==> src/rtl/ticket_payment_ctrl_if.sv <==
// Order/coin/dispense signal bundle between the UI driver and ticket_payment_ctrl.
// master drives order and coin inputs; slave is the payment controller.
interface ticket_payment_ctrl_if #(
    parameter int WIDTH = 8
);
    logic             start;
    logic [WIDTH-1:0] total;
    logic [WIDTH-1:0] ticket;
    logic             coin_valid;
    logic [WIDTH-1:0] coin_val;
    logic             cancel;
    logic             busy;
    logic [WIDTH-1:0] paid;
    logic             ticket_pulse;
    logic [WIDTH-1:0] change;
    logic             change_valid;
    logic             done;
    logic             coin_reject;

    modport master (
        output start, total, ticket, coin_valid, coin_val, cancel,
        input  busy, paid, ticket_pulse, change, change_valid, done, coin_reject
    );

    modport slave (
        input  start, total, ticket, coin_valid, coin_val, cancel,
        output busy, paid, ticket_pulse, change, change_valid, done, coin_reject
    );
endinterface

==> src/rtl/ticket_payment_ctrl.sv <==
// Payment/dispense controller: latches an order, accumulates coins, issues tickets, returns change.
// Optional macro TIMEOUT_EN: refund automatically after TIMEOUT coin-less cycles in PAY.
module ticket_payment_ctrl #(
    parameter int WIDTH   = 8,
    parameter int TIMEOUT = 30
) (
    input logic                clk,
    input logic                rst_n,
    ticket_payment_ctrl_if.slave bus
);
    typedef enum logic [2:0] {S_IDLE, S_PAY, S_ISSUE, S_SETTLE, S_REFUND} state_t;

    state_t           state_q, state_d;
    logic [WIDTH-1:0] total_l, ticket_l, paid_q, change_q, issued_q, paid_next;
    logic [WIDTH:0]   coin_sum;
    logic             coin_ok, order_ok, last_ticket, timeout_hit;

    // Carry bit of the widened sum flags a coin that would overflow the money bus.
    function automatic logic [WIDTH:0] money_add(input logic [WIDTH-1:0] a,
                                                 input logic [WIDTH-1:0] b);
        return {1'b0, a} + {1'b0, b};
    endfunction

    always_comb begin
        coin_sum    = money_add(paid_q, bus.coin_val);
        coin_ok     = (state_q == S_PAY) && bus.coin_valid && !bus.cancel && !coin_sum[WIDTH];
        paid_next   = coin_ok ? coin_sum[WIDTH-1:0] : paid_q;
        order_ok    = bus.start && (bus.ticket != '0);
        last_ticket = (issued_q == ticket_l - WIDTH'(1));
    end

`ifdef TIMEOUT_EN
    localparam int               CNT_W    = (TIMEOUT > 1) ? $clog2(TIMEOUT) : 1;
    localparam logic [CNT_W-1:0] CNT_LAST = CNT_W'(TIMEOUT - 1);
    logic [CNT_W-1:0] idle_cnt_q;

    always_ff @(posedge clk or negedge rst_n) begin
        if (!rst_n) begin
            idle_cnt_q <= '0;
        end else if (state_q != S_PAY || coin_ok) begin
            idle_cnt_q <= '0;
        end else begin
            idle_cnt_q <= idle_cnt_q + CNT_W'(1);
        end
    end

    assign timeout_hit = (state_q == S_PAY) && !coin_ok && (idle_cnt_q == CNT_LAST);
`else
    assign timeout_hit = 1'b0;
`endif

    always_ff @(posedge clk or negedge rst_n) begin
        if (!rst_n) begin
            state_q <= S_IDLE;
        end else begin
            state_q <= state_d;
        end
    end

    // Cancel outranks payment completion; a free order leaves PAY on its first cycle.
    always_comb begin
        state_d = state_q;
        case (state_q)
            S_IDLE:   if (order_ok) state_d = S_PAY;
            S_PAY: begin
                if (bus.cancel)                state_d = S_REFUND;
                else if (paid_next >= total_l) state_d = S_ISSUE;
                else if (timeout_hit)          state_d = S_REFUND;
            end
            S_ISSUE:  if (last_ticket) state_d = S_SETTLE;
            S_SETTLE: state_d = S_IDLE;
            S_REFUND: state_d = S_IDLE;
            default:  state_d = S_IDLE;
        endcase
    end

    always_ff @(posedge clk or negedge rst_n) begin
        if (!rst_n) begin
            total_l  <= '0;
            ticket_l <= '0;
            paid_q   <= '0;
            change_q <= '0;
            issued_q <= '0;
        end else begin
            case (state_q)
                S_IDLE: begin
                    if (order_ok) begin
                        total_l  <= bus.total;
                        ticket_l <= bus.ticket;
                        paid_q   <= '0;
                    end
                end
                S_PAY: begin
                    paid_q   <= paid_next;
                    issued_q <= '0;
                    if (state_d == S_REFUND) change_q <= paid_q;
                end
                S_ISSUE: begin
                    issued_q <= issued_q + WIDTH'(1);
                    if (last_ticket) change_q <= paid_q - total_l;
                end
                default: paid_q <= '0;
            endcase
        end
    end

    always_comb begin
        bus.busy         = (state_q != S_IDLE);
        bus.paid         = paid_q;
        bus.ticket_pulse = (state_q == S_ISSUE);
        bus.change       = change_q;
        bus.change_valid = (state_q == S_SETTLE) || (state_q == S_REFUND);
        bus.done         = (state_q == S_SETTLE);
        bus.coin_reject  = bus.coin_valid && !coin_ok;
    end
endmodule

==> src/flat_wrapper.sv <==
// flat-port wrapper written by rule: the top's interface ports become plain ports
module ticket_payment_ctrl_flat 
#(
    parameter int WIDTH   = 8,
    parameter int TIMEOUT = 30
)
  (clk, rst_n, bus_start, bus_total, bus_ticket, bus_coin_valid, bus_coin_val, bus_cancel, bus_busy, bus_paid, bus_ticket_pulse, bus_change, bus_change_valid, bus_done, bus_coin_reject);
  ticket_payment_ctrl_if #(.WIDTH(WIDTH)) bus_i ();
  input logic clk;
  input logic rst_n;
  input wire logic [$bits(bus_i.start)-1:0] bus_start;
  input wire logic [$bits(bus_i.total)-1:0] bus_total;
  input wire logic [$bits(bus_i.ticket)-1:0] bus_ticket;
  input wire logic [$bits(bus_i.coin_valid)-1:0] bus_coin_valid;
  input wire logic [$bits(bus_i.coin_val)-1:0] bus_coin_val;
  input wire logic [$bits(bus_i.cancel)-1:0] bus_cancel;
  output wire logic [$bits(bus_i.busy)-1:0] bus_busy;
  output wire logic [$bits(bus_i.paid)-1:0] bus_paid;
  output wire logic [$bits(bus_i.ticket_pulse)-1:0] bus_ticket_pulse;
  output wire logic [$bits(bus_i.change)-1:0] bus_change;
  output wire logic [$bits(bus_i.change_valid)-1:0] bus_change_valid;
  output wire logic [$bits(bus_i.done)-1:0] bus_done;
  output wire logic [$bits(bus_i.coin_reject)-1:0] bus_coin_reject;
  assign bus_i.start = bus_start;
  assign bus_i.total = bus_total;
  assign bus_i.ticket = bus_ticket;
  assign bus_i.coin_valid = bus_coin_valid;
  assign bus_i.coin_val = bus_coin_val;
  assign bus_i.cancel = bus_cancel;
  assign bus_busy = bus_i.busy;
  assign bus_paid = bus_i.paid;
  assign bus_ticket_pulse = bus_i.ticket_pulse;
  assign bus_change = bus_i.change;
  assign bus_change_valid = bus_i.change_valid;
  assign bus_done = bus_i.done;
  assign bus_coin_reject = bus_i.coin_reject;
  ticket_payment_ctrl #(.WIDTH(WIDTH), .TIMEOUT(TIMEOUT)) u_core (.clk(clk), .rst_n(rst_n), .bus(bus_i));
endmodule
==> config.mk <==
export PLATFORM = sky130hd
export DESIGN_NAME = ticket_payment_ctrl_flat
export DESIGN_NICKNAME = d
export VERILOG_FILES = /design/src/rtl/ticket_payment_ctrl_if.sv /design/src/rtl/ticket_payment_ctrl.sv /design/src/flat_wrapper.sv
export SDC_FILE = /design/constraint.sdc
export NUM_CORES = 1
export LEC_CHECK = 0
export ABC_AREA = 1
export CORE_ASPECT_RATIO = 1.25
export CORE_UTILIZATION = 25
export CTS_CLUSTER_DIAMETER = 40
export DETAILED_ROUTE_END_ITERATION = 6
export REMOVE_ABC_BUFFERS = 1
export SYNTH_ARGS = -nofsm -noshare
export SYNTH_HDL_FRONTEND = slang
export SYNTH_SLANG_ARGS = --single-unit
==> constraint.sdc <==
create_clock -name clk -period 3.25 [get_ports clk]
set_clock_uncertainty 0.05 [all_clocks]
set_input_delay 0.65 -clock clk [delete_from_list [all_inputs] [get_ports clk]]
set_output_delay 0.65 -clock clk [all_outputs]
set_load 0.01 [all_outputs]
==> metrics.txt <==
P&R area growth vs syn=30.9%; pwr dens=725 mW/mm2; maximum VDD drop=262 uV; dpl ws=-0.376 ns; Vias/cell=4.51; CP Depth=19; pin count of the biggest net entering global routing=44; Most used DFF post-synth=dfrtp_1; Psw=0.00132 W; largest area contributor in the netlist=dfrtp_1; leading post-synthesis cells by cell area=dfrtp_1, nand2_1, ha_1; number of global-route vias before repair=3100; mux contribution to synthesized area=0; Hold Vio Cnt, Final=0; nets@finish=584; RR Endpoint=u_core.state_q[1]; CTS Buf Count=5; leakage power=2.21 nW; CP endpoint kind=flop; DP Wirelength=6850 um; std cell rows=46; CP Capture Point=u_core.state_q[1]; routed vias=3146; Core ar.=0.0127 mm2; synthesis-stage register bit count=43; clock share of power=0.190; Seq/Total Area, Yosys=0.331; first-pass GRT wire length=14200 um; RSZ-0062 raised after global routing=true; switching share of power=0.426; TritonCTS sink count=43; Max clock buf depth=2; P_int=0.00177 W; Residual DRC=0; Worst path max stage delay=0.46 ns; Distinct cells, synth=36; final wirelength=8580 um; Post-Synth XOR/XNOR Area=0.0377; CP max FO=7; fmax=326 MHz; full die area=0.0135 mm2; gr usage total=0.132; post-route cell area=0.00426 mm2; initial cell density of the core=0.256; Yosys Warn Count=0; clk_lat worst skew=0.29 ns; crit share post-route=0.944; Synth top area share=0.331; Post-Syn Area per Cell=7.11 um2; ys async rst share=1.00; setup violators final=0; GPL Wtd Cong=0.810; Critical Path Most Common Cell=nand2_1; antenna cell count=0; CP required=3.37 ns; Top Family by Delay on Critical Path=simple AND/OR/NAND/NOR gates; die height=130 um; drt first pass iters=4; CTS clk-pin slew, worst paths=0.07 ns; Synth Area in Simple Gates=0.327; Slew Limit Fails=0; Cell Area, Synth=0.00326 mm2; Critical R2R Launch=u_core.bus.paid[5]; post-synthesis adder-cell area fraction=0.108; CP Launch Point=bus_coin_val[0]; I/O Pins=50; # H-tree levels=2; Max-slew headroom=0.309; Worst-Margin Slew=1.04 ns; number of DRC markers in iteration 0=84; r2r setup slk=0.51 ns; EDFF count, synth=0; CP arrival=3.19 ns; initial antenna violation count=0; DR WL/cell=12.3 um; worst reg-to-reg path cell count=14; Tmin final=3.07 ns; crit path launch type=input port; Logic pwr share=0.528; number of fill cells=1348; HP Class=flop to flop; most common cell after layout, fill and taps aside=nand2_1; CTS tree=done; post-place instance area=0.00406 mm2; # port buffers=49; post-synthesis compound-gate area fraction=0.105; Slowest cell on crit path=clkdlybuf4s50_1; largest family of logic cells by synthesized area=simple AND/OR/NAND/NOR gates; Post-Synthesis Cells=458; final worst setup slack=0.182 ns; ANT nets after route=0; GRT overflow=0; Seq pwr share=0.282; Post-CTS Hold Buffers=0; Die X-Extent=104 um; clk root buf=clkbuf_16; worst-path cell chain=clkdlybuf4s50_1 > ha_2 > inv_1 > fa_2 > inv_2 > nand3_1 > nand2_1 > nand2_2 > nand3b_4 > inv_2 > nand2_1 > and2_4 > ha_4 > a21oi_2 > nor2_1 > nor3b_2 > nand3_1 > nand2_1 > nand2_1; commonest cells after routing, fill and taps aside=nand2_1, inv_1, clkdlybuf4s50_1; share of cells above drive strength 1=0.115; Worst Path Buf+Inv=4; WS Path Type=input port to flop; status=finished clean; max cap viols=0
[power by group through the flow]
stage               combinational (W)  sequential (W)  clock [W]
finish                        0.00163        0.000872   0.000588
global route                  0.00185        0.000896   0.000629
detailed placement            0.00161        0.000883          0
floorplan                     0.00103        0.000872          0
global placement              0.00156        0.000878          0
CTS                           0.00162        0.000874   0.000611
[cell type report]
type / instances / area [um2] / share of cell area
inverters: 67 / 254 / 0.0596
flip-flops and latches: 43 / 1080 / 0.253
repair buffers: 70 / 638 / 0.150
well taps: 168 / 210 / 0.0493
clock inverters: 3 / 43.8 / 0.0103
clock buffers: 5 / 125 / 0.0294
multi-input cells: 341 / 1910 / 0.449
[what timing repair did]
action / 4_1_cts / 5_1_grt
resized for setup: 2 / 9
setup endpoints to repair: 2 / 3
setup buffers: 0 / 1
pin swaps: 0 / 2
[metrics by stage]
step / total power, W / instances / util / TNS (ns) / hold slack [ns]
floorplan: 0.00190 / 451 / - / 0 / 0.304
global placement: 0.00244 / 688 / 0.319 / -0.768 / 0.448
detailed placement: 0.00249 / 688 / 0.319 / -0.930 / 0.454
CTS: 0.00310 / 696 / 0.333 / 0 / 0.470
global route: 0.00337 / 697 / 0.335 / -0.00734 / 0.507
finish: 0.00309 / 697 / 0.335 / 0 / 0.465
[per-layer routing]
metal	wire length, um	GRT usage	vias up
li1	-	-	1613
met1	3670	0.144	1447
met2	4450	0.254	70
met3	222	0.0176	16
met4	227	0.0613	0
met5	0	0	-
[tightest hold or removal path, stage by stage (launching register included)]
cell and delay (ns):
dfrtp_1 0.35, nand3_1 0.07, nand2_1 0.06
[flip-flops by register name, indices dropped and copies added, names as in the netlist]
signal,cells
u_core.state_q,3
u_core.bus.change,8
u_core.total_l,8
u_core.ticket_l,8
u_core.issued_q,8
u_core.bus.paid,8
[worst min-delay path by stage]
stage | from | endpoint | slack (ns) | depth (start not counted)
3_5_place_dp | u_core.bus.change[5] | u_core.bus.change[5] | 0.45 | 2
3_3_place_gp | u_core.bus.change[5] | u_core.bus.change[5] | 0.45 | 2
4_1_cts | u_core.bus.change[5] | u_core.bus.change[5] | 0.47 | 2
2_1_floorplan | rst_n | u_core.bus.change[0] | 0.30 | 0
6_report | u_core.bus.change[5] | u_core.bus.change[5] | 0.46 | 2
5_1_grt | u_core.bus.change[7] | u_core.bus.change[7] | 0.51 | 2
[Yosys cell counts (2+ instances only)]
cell       n
o21ai_1    5
inv_2      3
or2_2      4
o21a_1     2
o21ai_0   13
a21o_1     2
o22ai_1    2
nand3_2    2
nor2_1    31
buf_2      5
o21ai_2    4
nand4_1   11
nand2_2    2
a21oi_1   29
and2_1     2
nand2_1  141
ha_1      25
nand3_1   38
xnor2_1    9
nor4_1     2
xor2_1     5
nor2_2     3
inv_1     62
fa_1       2
dfrtp_1   43
[kinds of logic (layout without fill, tap and decap cells)]
kind of cell,after synthesis,count (layout)
AO/OA/AOI/OAI,59,59
XOR/XNOR,14,14
adder cells (fa/ha/maj),27,27
buffers and inverters,74,145
flip-flops,43,43
AND/OR/NAND/NOR,241,241
Note: power is estimated with default switching activity, not from simulation.
==> RTL edit: new RTL, config.mk and constraints unchanged <==
`WIDTH` is set to 8 in 3 places; all go to 10.
--- a/src/rtl/ticket_payment_ctrl_if.sv
+++ b/src/rtl/ticket_payment_ctrl_if.sv
@@ -3,3 +3,3 @@
 interface ticket_payment_ctrl_if #(
-    parameter int WIDTH = 8
+    parameter int WIDTH = 10
 );
--- a/src/rtl/ticket_payment_ctrl.sv
+++ b/src/rtl/ticket_payment_ctrl.sv
@@ -3,3 +3,3 @@
 module ticket_payment_ctrl #(
-    parameter int WIDTH   = 8,
+    parameter int WIDTH   = 10,
     parameter int TIMEOUT = 30
--- a/src/flat_wrapper.sv
+++ b/src/flat_wrapper.sv
@@ -3,3 +3,3 @@
 #(
-    parameter int WIDTH   = 8,
+    parameter int WIDTH   = 10,
     parameter int TIMEOUT = 30
Ports: changed (5 resized); port bits go from 50 to 60. The function was not compared with the original's and may differ.
==> RTL edit against the unedited design <==
Wire length rose by 33%; design area rose by 29%; sequential cell count rose by 10; power rose by 39%; global-route usage rose by 0.98 points; area after synthesis rose by 26%; worst setup slack got worse by 0.022 ns; sequential share of layout area fell by 1.2 points; maximum frequency fell by 0.70%.
==> RTL edit: results (changes against the unedited design) <==
hold_ws=0.300 ns (-0.165 ns); grt met1 use=0.177 (+0.0322); final period utilization=0.951 (+0.00669); Post-DP HPWL=9.18 mm (+34%); Placer Congestion=0.868 (+7.1%); gr usage total=0.142 (+0.00984); RR Startpoint=u_core.bus.paid[0]; Post-DP Area=5210 um2 (+28%); XOR/XNOR share of the synthesized area=0.0235 (-0.0141); Detailed Route WL=11.4 mm (+33%); Adder-Cell Fraction of Synth Area=0.104 (-0.00389); synth top area cells=dfrtp_1 (32%), nand2_1 (18%), ha_1 (9.5%), inv_1 (7.8%), nand3_1 (6.6%); vias in the first global route=3967 (+28%); drt first-iter violations=151 (+80%); status=complete, no violations; Vias per Instance=4.41 (-2.3%); top post-synthesis cells by count=nand2_1 (197), inv_1 (85), nand3_1 (54); Fill cells=1738 (+29%); met3 routed WL=387 um (+74%); compound-cell area share of the yosys netlist=0.106 (+0.00110); first-pass GRT wire length=18.9 mm (+33%); largest net degree at the start of global routing=25 (-43%); CP Max Fanout=13 (+6); dpl cells=905 (+32%); Worst R2R Setup Slack=0.35 ns (-0.16 ns); M1 wire length=5.17 mm (+41%); maximum VDD drop=0.000255 V (-2.5%); Seq/Total Area, Yosys=0.324 (-0.00665); nets@finish=770 (+32%); Finished Layout Cells=915 (+31%); layout cells sized above 1=0.131 (+0.0156); synthesized area per cell=6.80 um2 (-4.3%); post_cts resized=10 (+8); wire length on met2=5.72 mm (+28%); Post-CTS Setup Bufs=2 (+2); Sequential cell area=1330 um2 (+23%)
==> RTL edit: cell count changes after synthesis, moves of 6 or more <==
cell | before | now
inv_1 | 62 | 85
nand3_1 | 38 | 54
dfrtp_1 | 43 | 53
nor2_1 | 31 | 39
ha_1 | 25 | 31
nand2_1 | 141 | 197
o21ai_0 | 13 | 43
a21oi_1 | 29 | 18
==> RTL edit: power breakdown <==
group / internal [uW] / total, uW / switching [uW] / leakage [uW]
Combinational: 1130 / 2630 / 1500 / 0.00205
Sequential: 885 / 1080 / 194 / 0.000701
Clock: 327 / 579 / 251 / 0.0000799
Total: 2340 / 4280 / 1950 / 0.00283
==> RTL edit: area by class of cell <==
cell class | instances | area share
clock buffer | 7 | 0.0277
clock inverter | 1 | 0.000909
inverter | 88 | 0.0600
multi-input combinational | 450 | 0.451
sequential | 53 | 0.241
tap | 212 | 0.0482
timing repair buffer | 104 | 0.171
